$ cat config.mk
export PLATFORM = sky130hd
export DESIGN_NAME = lsu_mem_master_flat
export DESIGN_NICKNAME = d
export VERILOG_FILES = /design/src/rtl/lsu_pkg.sv /design/src/rtl/lsu_mem_master_if.sv /design/src/rtl/lsu_lane_align.sv /design/src/rtl/lsu_mem_master.sv /design/src/flat_wrapper.sv
export SDC_FILE = /design/constraint.sdc
export NUM_CORES = 1
export LEC_CHECK = 0
export BUFFER_PORTS_ARGS = -buffer_cell sky130_fd_sc_hd__buf_2
export CORE_MARGIN = 5
export CORE_UTILIZATION = 49
export DETAILED_ROUTE_END_ITERATION = 12
export PLACE_DENSITY = 0.88
export SYNTH_ARGS = -nofsm -noshare
export SYNTH_HDL_FRONTEND = slang
export SYNTH_SLANG_ARGS = --single-unit
$ cat constraint.sdc
create_clock -name clock -period 2.7 [get_ports clock]
set_input_delay 0.81 -clock clock [delete_from_list [all_inputs] [get_ports clock]]
set_output_delay 0.81 -clock clock [all_outputs]
set_load 0.02 [all_outputs]
$ cat src/rtl/lsu_pkg.sv
// Shared types and helpers for the load/store memory master: size encodings,
// FSM states, the latched request context and lane/alignment functions.
package lsu_pkg;

   localparam int unsigned ADDR_W = 32;
   localparam int unsigned DATA_W = 32;
   localparam int unsigned MASK_W = 4;

   typedef enum logic [1:0] {
      SZ_B = 2'd0,
      SZ_H = 2'd1,
      SZ_W = 2'd2,
      SZ_X = 2'd3
   } size_e;

   typedef enum logic [1:0] {
      ST_IDLE,
      ST_ISSUE,
      ST_WAIT,
      ST_RESP
   } state_e;

   typedef struct packed {
      logic       write;
      size_e      size;
      logic       sext;
      logic [1:0] off;
   } req_ctx_t;

   function automatic logic [MASK_W-1:0] lane_mask(input size_e size, input logic [1:0] off);
      logic [MASK_W-1:0] m;
      case (size)
         SZ_B:    m = MASK_W'(4'b0001 << off);
         SZ_H:    m = MASK_W'(4'b0011 << off);
         SZ_W:    m = 4'b1111;
         default: m = '0;
      endcase
      return m;
   endfunction

   // Illegal size is folded in so a single test decides whether memory is touched.
   function automatic logic misaligned(input size_e size, input logic [1:0] off);
      logic bad;
      case (size)
         SZ_B:    bad = 1'b0;
         SZ_H:    bad = off[0];
         SZ_W:    bad = (off != 2'b00);
         default: bad = 1'b1;
      endcase
      return bad;
   endfunction

endpackage

$ cat src/rtl/lsu_mem_master_if.sv
// Bundles the execute-side request/response handshake and the data-memory bus.
interface lsu_mem_master_if;
   import lsu_pkg::*;

   logic              req_valid;
   logic              req_ready;
   logic              req_write;
   logic [1:0]        req_size;
   logic              req_signed;
   logic [ADDR_W-1:0] req_addr;
   logic [DATA_W-1:0] req_wdata;

   logic              resp_valid;
   logic              resp_ready;
   logic [DATA_W-1:0] resp_rdata;
   logic              resp_err;

   logic              mem_valid;
   logic              mem_ready;
   logic              mem_write;
   logic [ADDR_W-1:0] mem_addr;
   logic [DATA_W-1:0] mem_wdata;
   logic [MASK_W-1:0] mem_wmask;
   logic              mem_rvalid;
   logic [DATA_W-1:0] mem_rdata;

   modport master (
      input  req_valid, req_write, req_size, req_signed, req_addr, req_wdata,
      output req_ready,
      output resp_valid, resp_rdata, resp_err,
      input  resp_ready,
      output mem_valid, mem_write, mem_addr, mem_wdata, mem_wmask,
      input  mem_ready, mem_rvalid, mem_rdata
   );

   modport slave (
      output req_valid, req_write, req_size, req_signed, req_addr, req_wdata,
      input  req_ready,
      input  resp_valid, resp_rdata, resp_err,
      output resp_ready,
      input  mem_valid, mem_write, mem_addr, mem_wdata, mem_wmask,
      output mem_ready, mem_rvalid, mem_rdata
   );

endinterface

$ cat src/rtl/lsu_lane_align.sv
// Combinational lane steering: store mask/data replication from the incoming
// request, and load extraction/extension from the latched request context.
module lsu_lane_align
   import lsu_pkg::*;
(
   input  size_e             st_size,
   input  logic [1:0]        st_off,
   input  logic [DATA_W-1:0] st_data,
   input  size_e             ld_size,
   input  logic [1:0]        ld_off,
   input  logic              ld_sext,
   input  logic [DATA_W-1:0] ld_rdata,
   output logic [MASK_W-1:0] mask_c,
   output logic [DATA_W-1:0] wdata_c,
   output logic [DATA_W-1:0] rdata_c
);

   logic [DATA_W-1:0] sh;

   // Replicating the narrow datum puts it on the right lane for any offset.
   always_comb begin
      mask_c = lane_mask(st_size, st_off);
      case (st_size)
         SZ_B:    wdata_c = {4{st_data[7:0]}};
         SZ_H:    wdata_c = {2{st_data[15:0]}};
         default: wdata_c = st_data;
      endcase
   end

   always_comb begin
      sh = ld_rdata >> {ld_off, 3'b000};
      case (ld_size)
         SZ_B:    rdata_c = {{24{ld_sext & sh[7]}}, sh[7:0]};
         SZ_H:    rdata_c = {{16{ld_sext & sh[15]}}, sh[15:0]};
         default: rdata_c = sh;
      endcase
   end

endmodule

$ cat src/rtl/lsu_mem_master.sv
// Data-memory initiator: one load/store in flight, alignment checks, lane
// steering, bounded wait for read data and a held response to the execute stage.
module lsu_mem_master
   import lsu_pkg::*;
#(
   parameter int unsigned TIMEOUT_CYCLES = 256
) (
   input  logic              clock,
   input  logic              reset,
   lsu_mem_master_if.master  bus
);

   localparam int unsigned TMR_W = $clog2(TIMEOUT_CYCLES + 1);

   state_e            state;
   req_ctx_t          ctx;
   logic [TMR_W-1:0]  timer;

   size_e             in_size_c;
   logic [1:0]        in_off_c;
   logic [MASK_W-1:0] mask_c;
   logic [DATA_W-1:0] wdata_c;
   logic [DATA_W-1:0] rdata_c;

   assign in_size_c = size_e'(bus.req_size);
   assign in_off_c  = bus.req_addr[1:0];

   lsu_lane_align u_align (
      .st_size  (in_size_c),
      .st_off   (in_off_c),
      .st_data  (bus.req_wdata),
      .ld_size  (ctx.size),
      .ld_off   (ctx.off),
      .ld_sext  (ctx.sext),
      .ld_rdata (bus.mem_rdata),
      .mask_c   (mask_c),
      .wdata_c  (wdata_c),
      .rdata_c  (rdata_c)
   );

   always_ff @(posedge clock) begin
      if (reset) begin
         state          <= ST_IDLE;
         ctx            <= '0;
         timer          <= '0;
         bus.req_ready  <= 1'b1;
         bus.resp_valid <= 1'b0;
         bus.resp_err   <= 1'b0;
         bus.resp_rdata <= '0;
         bus.mem_valid  <= 1'b0;
         bus.mem_write  <= 1'b0;
         bus.mem_addr   <= '0;
         bus.mem_wdata  <= '0;
         bus.mem_wmask  <= '0;
      end else begin
         case (state)
            ST_IDLE: begin
               if (bus.req_valid && bus.req_ready) begin
                  ctx.write     <= bus.req_write;
                  ctx.size      <= in_size_c;
                  ctx.sext      <= bus.req_signed;
                  ctx.off       <= in_off_c;
                  bus.req_ready <= 1'b0;
                  if (misaligned(in_size_c, in_off_c)) begin
                     state          <= ST_RESP;
                     bus.resp_valid <= 1'b1;
                     bus.resp_err   <= 1'b1;
                     bus.resp_rdata <= '0;
                  end else begin
                     state         <= ST_ISSUE;
                     timer         <= '0;
                     bus.mem_valid <= 1'b1;
                     bus.mem_write <= bus.req_write;
                     bus.mem_addr  <= {bus.req_addr[ADDR_W-1:2], 2'b00};
                     bus.mem_wdata <= wdata_c;
                     bus.mem_wmask <= mask_c;
                  end
               end
            end

            // Request is held untouched until the memory accepts it.
            ST_ISSUE: begin
               if (bus.mem_ready) begin
                  bus.mem_valid <= 1'b0;
                  if (ctx.write) begin
                     state          <= ST_RESP;
                     bus.resp_valid <= 1'b1;
                     bus.resp_err   <= 1'b0;
                     bus.resp_rdata <= '0;
                  end else if (bus.mem_rvalid) begin
                     state          <= ST_RESP;
                     bus.resp_valid <= 1'b1;
                     bus.resp_err   <= 1'b0;
                     bus.resp_rdata <= rdata_c;
                  end else begin
                     state <= ST_WAIT;
                  end
               end
            end

            ST_WAIT: begin
               timer <= timer + TMR_W'(1);
               if (bus.mem_rvalid) begin
                  state          <= ST_RESP;
                  bus.resp_valid <= 1'b1;
                  bus.resp_err   <= 1'b0;
                  bus.resp_rdata <= rdata_c;
               end else if (timer == TMR_W'(TIMEOUT_CYCLES - 1)) begin
                  state          <= ST_RESP;
                  bus.resp_valid <= 1'b1;
                  bus.resp_err   <= 1'b1;
                  bus.resp_rdata <= '0;
               end
            end

            // req_ready rises only after the handshake, so no same-cycle re-accept.
            ST_RESP: begin
               if (bus.resp_ready) begin
                  state          <= ST_IDLE;
                  bus.resp_valid <= 1'b0;
                  bus.resp_err   <= 1'b0;
                  bus.resp_rdata <= '0;
                  bus.req_ready  <= 1'b1;
               end
            end

            default: state <= ST_IDLE;
         endcase
      end
   end

endmodule
$ cat src/flat_wrapper.sv
// flat-port wrapper written by rule: the top's interface ports become plain ports
module lsu_mem_master_flat import lsu_pkg::*;
#(
   parameter int unsigned TIMEOUT_CYCLES = 256
)
  (clock, reset, bus_req_valid, bus_req_write, bus_req_size, bus_req_signed, bus_req_addr, bus_req_wdata, bus_req_ready, bus_resp_valid, bus_resp_rdata, bus_resp_err, bus_resp_ready, bus_mem_valid, bus_mem_write, bus_mem_addr, bus_mem_wdata, bus_mem_wmask, bus_mem_ready, bus_mem_rvalid, bus_mem_rdata);
  lsu_mem_master_if bus_i ();
  input  logic clock;
  input  logic reset;
  input wire logic [$bits(bus_i.req_valid)-1:0] bus_req_valid;
  input wire logic [$bits(bus_i.req_write)-1:0] bus_req_write;
  input wire logic [$bits(bus_i.req_size)-1:0] bus_req_size;
  input wire logic [$bits(bus_i.req_signed)-1:0] bus_req_signed;
  input wire logic [$bits(bus_i.req_addr)-1:0] bus_req_addr;
  input wire logic [$bits(bus_i.req_wdata)-1:0] bus_req_wdata;
  output wire logic [$bits(bus_i.req_ready)-1:0] bus_req_ready;
  output wire logic [$bits(bus_i.resp_valid)-1:0] bus_resp_valid;
  output wire logic [$bits(bus_i.resp_rdata)-1:0] bus_resp_rdata;
  output wire logic [$bits(bus_i.resp_err)-1:0] bus_resp_err;
  input wire logic [$bits(bus_i.resp_ready)-1:0] bus_resp_ready;
  output wire logic [$bits(bus_i.mem_valid)-1:0] bus_mem_valid;
  output wire logic [$bits(bus_i.mem_write)-1:0] bus_mem_write;
  output wire logic [$bits(bus_i.mem_addr)-1:0] bus_mem_addr;
  output wire logic [$bits(bus_i.mem_wdata)-1:0] bus_mem_wdata;
  output wire logic [$bits(bus_i.mem_wmask)-1:0] bus_mem_wmask;
  input wire logic [$bits(bus_i.mem_ready)-1:0] bus_mem_ready;
  input wire logic [$bits(bus_i.mem_rvalid)-1:0] bus_mem_rvalid;
  input wire logic [$bits(bus_i.mem_rdata)-1:0] bus_mem_rdata;
  assign bus_i.req_valid = bus_req_valid;
  assign bus_i.req_write = bus_req_write;
  assign bus_i.req_size = bus_req_size;
  assign bus_i.req_signed = bus_req_signed;
  assign bus_i.req_addr = bus_req_addr;
  assign bus_i.req_wdata = bus_req_wdata;
  assign bus_req_ready = bus_i.req_ready;
  assign bus_resp_valid = bus_i.resp_valid;
  assign bus_resp_rdata = bus_i.resp_rdata;
  assign bus_resp_err = bus_i.resp_err;
  assign bus_i.resp_ready = bus_resp_ready;
  assign bus_mem_valid = bus_i.mem_valid;
  assign bus_mem_write = bus_i.mem_write;
  assign bus_mem_addr = bus_i.mem_addr;
  assign bus_mem_wdata = bus_i.mem_wdata;
  assign bus_mem_wmask = bus_i.mem_wmask;
  assign bus_i.mem_ready = bus_mem_ready;
  assign bus_i.mem_rvalid = bus_mem_rvalid;
  assign bus_i.mem_rdata = bus_mem_rdata;
  lsu_mem_master #(.TIMEOUT_CYCLES(TIMEOUT_CYCLES)) u_core (.clock(clock), .reset(reset), .bus(bus_i));
endmodule
==> impl_results.md, run 1 <==
- Outcome: finished clean
- Clock skew: 0.00977 ns
- CTS sink count: 120
- I/O Buffers: 208
- Mapped Area: 0.00542 mm^2
- Tmin final: 2.31 ns
- Layout cells sized above 1: 29.4%
- Synth warn: 0
- WL/cell: 15.7 um
- Commonest cells after routing, fill and taps aside: buf_2, nand2_1, dfxtp_1
- Total CTS buffers: 17
- Hold path start: u_core.bus.mem_addr[19]$_SDFFE_PP0P_
- Dpl hpwl: 11200 um
- Worst-Margin Slew: 0.703 ns
- Post-synthesis sequential area ratio: 44.3%
- Overflow after GRT: 0
- Die ar.: 0.0133 mm^2
- Final Setup Violations: 0
- Placed Area: 0.00657 mm^2
- Hold Violations, Final: 0
- Prevailing post-synth register cell: dfxtp_1
- Pins Over Slew Limit: 0
- Leak: 0.00311 uW
- Critical R2R Launch: u_core.state[0]$_SDFFE_PP0P_
- Starting density of the core: 50.0%
- Synth Register Bits: 120
- Final instance area: 0.00716 mm^2
- All-Layer GR Usage: 23.5%
- Crit path max fanout: 36
- WS Path Type: reg -> reg
- Via count: 5628
- WP data required: 3.13 ns
- Routed vias/inst: 5.51
- Worst skew pair latency: 0.50 ns
- Largest area contributor in the netlist: dfxtp_1
- Synth top area cells: dfxtp_1, nand2_1, a21oi_1
- First-pass GRT wire length: 25200 um
- Drt drc: 0
- Ys async rst share: 0%
- Final WL: 16000 um
- Final nets: 981
- Cell Pwr Density: 817 mW/mm^2
- DRT iter0 DRCs: 419
- Final ANT Viol Nets: 0
- Critical path's slowest cell: or3_1
- Avg Inst Size Synth: 7.93 um^2
- Post-CTS Setup Bufs: 0
- Row count: 38
- CP max stage delay: 0.46 ns
- GPL Wtd Cong: 0.842
- Synth Instances: 683
- Maximum VDD drop: 0.544 mV
- CP endpoint kind: flip-flop
- Setup_tns: 0 ns
- Post-layout util: 66.1%
- Post-cts hold buffer count: 0
- CTS tree: built
- IO Count: 211
- RSZ-0062 raised after global routing: false
- Critical Path AT: 2.74 ns
- Die Height: 115 um
- Top-area cell type share of the netlist area: 44.3%
- CTS max path bufs: 2
- Total of max-cap violations: 0
- H-tree depth: 4
- Min-delay worst type: reg -> reg
- Startpoint types: flip-flop
- Cells along the critical path: inv_1 > ha_1 > a21bo_2 > o311ai_0 > or3_1 > buf_12 > or2_0 > a21oi_1
- Commonest non-fill, non-tap cell in the layout: buf_2
- Clock-pin slew on the worst setup and hold paths: 0.06 ns
- Relative slew slack: 52.6%
- Synth-to-layout area growth: 32.2%
- Worst path bufs/invs: 2
- CP startpoint: u_core.state[0]$_SDFFE_PP0P_
- CTS root buffer: clkbuf_8
- Post-synth EDFFs: 0
- Peak Freq: 0.433 GHz
- Antenna cells: 0
- Post-cts resize count: 0
- Vias in the first global route: 5389
- Tcrit/Tclk final: 85.6%
- Unique masters post-synth: 44
- Initial antenna violation count: 0
- Largest net degree at the start of global routing: 82
- Core area: 0.0108 mm^2
- Drt pass-1 iters: 5
- Die width: 115 um
- Crit path max-delay family: simple AND/OR/NAND/NOR gates
==> report_power, final <==
group,switching (uW),total (uW),internal [uW]
sequential,120,2060,1940
combinational,1000,1550,553
clock,828,2240,1410
total,1950,5850,3900
==> worst register-to-register path: cells and delay by family, from the launching register on <==
kind / cells / cell delay (ns)
DFF: 1 / 0.39
adders and majority gates: 1 / 0.30
buffers and inverters: 2 / 0.29
AOI/OAI and AO/OA: 3 / 0.59
and+or+nand+nor: 2 / 0.67
==> final timing paths <==
path	end	depth (start not counted)	slack, ns
worst max-delay path	u_core.bus.resp_valid$_SDFFE_PP0P_	8	0.39
worst min-delay path	u_core.bus.mem_addr[19]$_SDFFE_PP0P_	2	0.45
worst max register to register	u_core.bus.resp_valid$_SDFFE_PP0P_	8	0.39
worst min register to register	u_core.bus.mem_addr[19]$_SDFFE_PP0P_	2	0.45
==> area by class of cell <==
type | count | area (um^2)
timing repair buffer | 221 | 1200
tap | 140 | 175
inverter | 5 | 18.8
clock buffer | 17 | 414
fill | 904 | 3680
sequential | 120 | 2400
clock inverter | 14 | 174
multi-input combinational | 504 | 2770
==> per-layer routing <==
layer	GRT usage, %	vias to the layer above	part of all wire, %
li1	-	2749	-
met1	27.0	2625	39
met2	40.0	226	49
met3	7.95	28	9.3
met4	9.55	0	2.2
met5	0	-	0
==> registers in the layout (all words and copies together), names as in the netlist, 2 cells and up <==
register	count
u_core.ctx	6
u_core.bus.mem_addr	30
u_core.state	2
u_core.bus.resp_rdata	32
u_core.timer	9
u_core.bus.mem_wdata	32
u_core.bus.mem_wmask	4
==> metrics by stage <==
stage,setup slack (ns),cells,hold slack (ns),power [uW]
4_1_cts,0.393,1021,0.451,5880
3_3_place_gp,0.356,990,0.438,3600
2_1_floorplan,0.468,684,0.457,3120
6_report,0.390,1021,0.449,5850
5_1_grt,0.190,1021,0.473,6140
3_5_place_dp,0.324,990,0.443,3620
==> cell usage after synthesis (2+ instances only) <==
master	count
nand3_1	12
inv_1	5
nor2b_1	15
buf_2	11
mux2i_1	32
nor2_1	58
nor3_1	7
o211ai_1	3
nand2b_1	2
ha_1	6
a311oi_1	8
dfxtp_1	120
a211o_1	8
buf_4	2
a32oi_1	23
o21ai_0	40
or3_1	2
buf_6	2
a21oi_1	81
nor3b_1	3
nand4_1	2
xnor2_1	4
nand2_1	165
o21bai_1	2
clkbuf_1	34
and3_1	3
a211oi_1	10
buf_1	6
a2111oi_0	2
==> cell families (layout without fill, tap and decap cells) <==
| logic type | count (synthesis) | count (layout) | share of synthesized area, % |
|---|---|---|---|
| simple gates | 276 | 276 | 21.4 |
| compound gates | 182 | 182 | 20.8 |
| flops | 120 | 120 | 44.3 |
| buf+inv | 60 | 257 | 4.83 |
| mux | 33 | 33 | 6.33 |
| fa+ha+maj | 6 | 6 | 1.39 |
| xor+xnor | 5 | 5 | 0.808 |
| other cells | 1 | 2 | 0.0692 |
(Power assumes the default switching activity.)
==> run 2: changes to the inputs <==
Settings changed: GPL_TIMING_DRIVEN set to 0.
==> run 2 against run 1 <==
Effect of this change:
- setup slack got worse by 0.18 ns
- sequential share of layout area down 0.34 points
- critical endpoint is now u_core.bus.mem_addr[2]$_SDFFE_PP0P_
- power is 1.0% higher
==> impl_results.md, run 2 (synthesized netlist as in run 1, its figures left out) <==
- Outcome: finished clean
- DRT iter0 DRCs: 570 (+36%)
- First-pass GRT wire length: 28200 um (+12%)
- Post-cts hold buffer count: 0 (unchanged)
- WS Path Type: reg -> reg
- Relative slew slack: 52.3% (-0.29 points)
- R2R setup slack: 0.21 ns (-0.18 ns)
- Hold Violations, Final: 0 (unchanged)
- Cell Pwr Density: 817 mW/mm^2 (about the same)
- Pins Over Slew Limit: 0 (unchanged)
- Vias in the first global route: 5722 (+6.2%)
- Crit path max fanout: 10 (-72%)
- Tcrit/Tclk final: 92.1% (+6.5 points)
- Startpoint types: flip-flop
- DR WL met3: 2050 um (+38%)
- All-Layer GR Usage: 26.7% (+3.2 points)
- Routed vias/inst: 5.55 (+0.70%)
- Final ANT Viol Nets: 0 (unchanged)
- Non-Filler Instances: 1064 (+4.2%)
- Layout cells sized above 1: 28.0% (-1.4 points)
- Final WL: 17900 um (+12%)
- Placed Area: 0.00663 mm^2 (+0.91%)
- Critical path's slowest cell: buf_1
- CP startpoint: u_core.state[1]$_SDFFE_PP0P_
- R2r endpoint: u_core.bus.mem_addr[2]$_SDFFE_PP0P_
- Top flop regs: u_core.bus.mem_wdata (32), u_core.bus.resp_rdata (32), u_core.bus.mem_addr (30)
- Starting density of the core: 50.0% (unchanged)
- Die width: 115 um (unchanged)
- IO Count: 211 (unchanged)
- Total CTS buffers: 17 (unchanged)
- Maximum VDD drop: 0.433 mV (-20%)
- CTS sink count: 120 (unchanged)
- Dpl hpwl: 13200 um (+17%)
- Worst setup path end: u_core.bus.mem_addr[2]$_SDFFE_PP0P_
- Largest net degree at the start of global routing: 17 (-79%)
- Peak Freq: 0.402 GHz (-7.1%)
- Tmin final: 2.49 ns (+0.176 ns)
- Commonest non-fill, non-tap cell in the layout: buf_2
- Critical R2R Launch: u_core.state[1]$_SDFFE_PP0P_
- Clock skew: 0.00903 ns (-0.000745 ns)
- Overflow after GRT: 0 (unchanged)
- Critical Path AT: 2.91 ns (+0.17 ns)
- Placed cells: 1031 (+4.1%)
- Core area: 0.0108 mm^2 (unchanged)
- CTS max path bufs: 2 (unchanged)
- Via count: 5906 (+4.9%)
- Row count: 38 (unchanged)
- H-tree depth: 4 (unchanged)
- Worst skew pair latency: 0.50 ns (about the same)
- CP max stage delay: 0.46 ns (about the same)
- Synth-to-layout area growth: 33.5%
- Antenna cells: 0 (unchanged)
- Leak: 0.00314 uW (+0.99%)
- RSZ-0062 raised after global routing: false
- WL met1: 6840 um (+8.6%)
- Setup_tns: 0 ns (unchanged)
- CTS root buffer: clkbuf_8
- CTS tree: built
- I/O Buffers: 207 (-0.48%)
- Die Height: 115 um (unchanged)
- WL/cell: 16.8 um (+7.3%)
- Worst-Margin Slew: 0.716 ns (+0.0132 ns)
- Cells along the critical path: inv_1 > ha_1 > and3_1 > buf_2 > and3_1 > buf_2 > buf_1 > nand2_1 > a21oi_1
- Drt pass-1 iters: 6 (+1)
- Initial antenna violation count: 0 (unchanged)
- Commonest cells after routing, fill and taps aside: buf_2, nand2_1, dfxtp_1
- Min-delay worst type: reg -> reg
- WP data required: 3.12 ns (about the same)
- Max layer used: met4
- Clock-pin slew on the worst setup and hold paths: 0.06 ns (about the same)
- Total of max-cap violations: 0 (unchanged)
- Final nets: 1023 (+4.3%)
- GPL Wtd Cong: 0.928 (+10%)
- Reg2reg path depth: 9 (+1)
- Drt drc: 0 (unchanged)
- Final instance area: 0.00723 mm^2 (+1.0%)
- Die ar.: 0.0133 mm^2 (unchanged)
- Routed wl met2: 8490 um (+7.9%)
- Final Setup Violations: 0 (unchanged)
- CP endpoint kind: flip-flop
==> run 2: changes by cell type in the layout (fill, tap and decap cells not counted), moves of 2 or more <==
cell / previous run / this run
buf_6: 0 / 2
buf_4: 9 / 3
clkinvlp_4: 1 / 3
inv_6: 3 / 1
buf_1: 0 / 6
buf_12: 5 / 0
clkbuf_1: 0 / 35
buf_2: 207 / 218
==> run 2: final cells by class <==
cell class / instances / area [um^2]
plain buffers: 55 / 243
clock buffers: 18 / 418
clock inverters: 14 / 175
fillers: 907 / 3610
inverters: 5 / 18.8
multi-input cells: 504 / 2760
flip-flops and latches: 120 / 2400
well taps: 140 / 175
repair buffers: 208 / 1040
==> run 2: worst min path at each step <==
stage	from	end	slack, ns	cells after the start
finish	u_core.bus.mem_addr[20]$_SDFFE_PP0P_	u_core.bus.mem_addr[20]$_SDFFE_PP0P_	0.45	2
global route	u_core.bus.mem_addr[24]$_SDFFE_PP0P_	u_core.bus.mem_addr[24]$_SDFFE_PP0P_	0.47	2
CTS	u_core.bus.mem_addr[31]$_SDFFE_PP0P_	u_core.bus.mem_addr[31]$_SDFFE_PP0P_	0.45	2
detailed placement	u_core.bus.mem_addr[31]$_SDFFE_PP0P_	u_core.bus.mem_addr[31]$_SDFFE_PP0P_	0.44	2
global placement	u_core.bus.mem_wmask[1]$_SDFFE_PP0P_	u_core.bus.mem_wmask[1]$_SDFFE_PP0P_	0.44	2
floorplan	u_core.ctx[5]$_SDFFE_PP0P_	u_core.ctx[5]$_SDFFE_PP0P_	0.46	2
==> run 2: worst max-delay path, delay by kind of cell, from the launching register on <==
family                     cells  cell delay [ns]
AOI/OAI and AO/OA              1             0.16
adders and majority gates      1             0.33
buffers and inverters          4             1.04
and+or+nand+nor                3             0.56
DFF                            1             0.33
==> run 2: routing by layer <==
metal | vias up | track usage, %
li1 | 2823 | -
met1 | 2708 | 31.8
met2 | 332 | 44.4
met3 | 43 | 8.53
met4 | 0 | 10.7
met5 | - | 0
==> run 2: what timing repair did <==
action	CTS	global route
endpoints found under the hold margin	0	0
resized for setup	0	0
endpoints found under the setup margin	0	4
setup buffers	0	1
==> run 2: per-stage QoR <==
step | hold slack, ns | setup slack (ns) | power (uW) | utilization [%]
floorplan | 0.457 | 0.468 | 3120 | -
global placement | 0.439 | 0.0436 | 3620 | 61.2
detailed placement | 0.443 | 0.0385 | 3640 | 61.2
CTS | 0.451 | 0.170 | 5900 | 66.7
global route | 0.470 | 0.0549 | 6190 | 66.7
finish | 0.450 | 0.214 | 5910 | 66.7
==> run 2: where the power goes <==
part	internal, uW	total, uW	switching [uW]
combinational	544	1610	1070
clock	1410	2260	849
sequential	1940	2040	101
total	3900	5910	2020
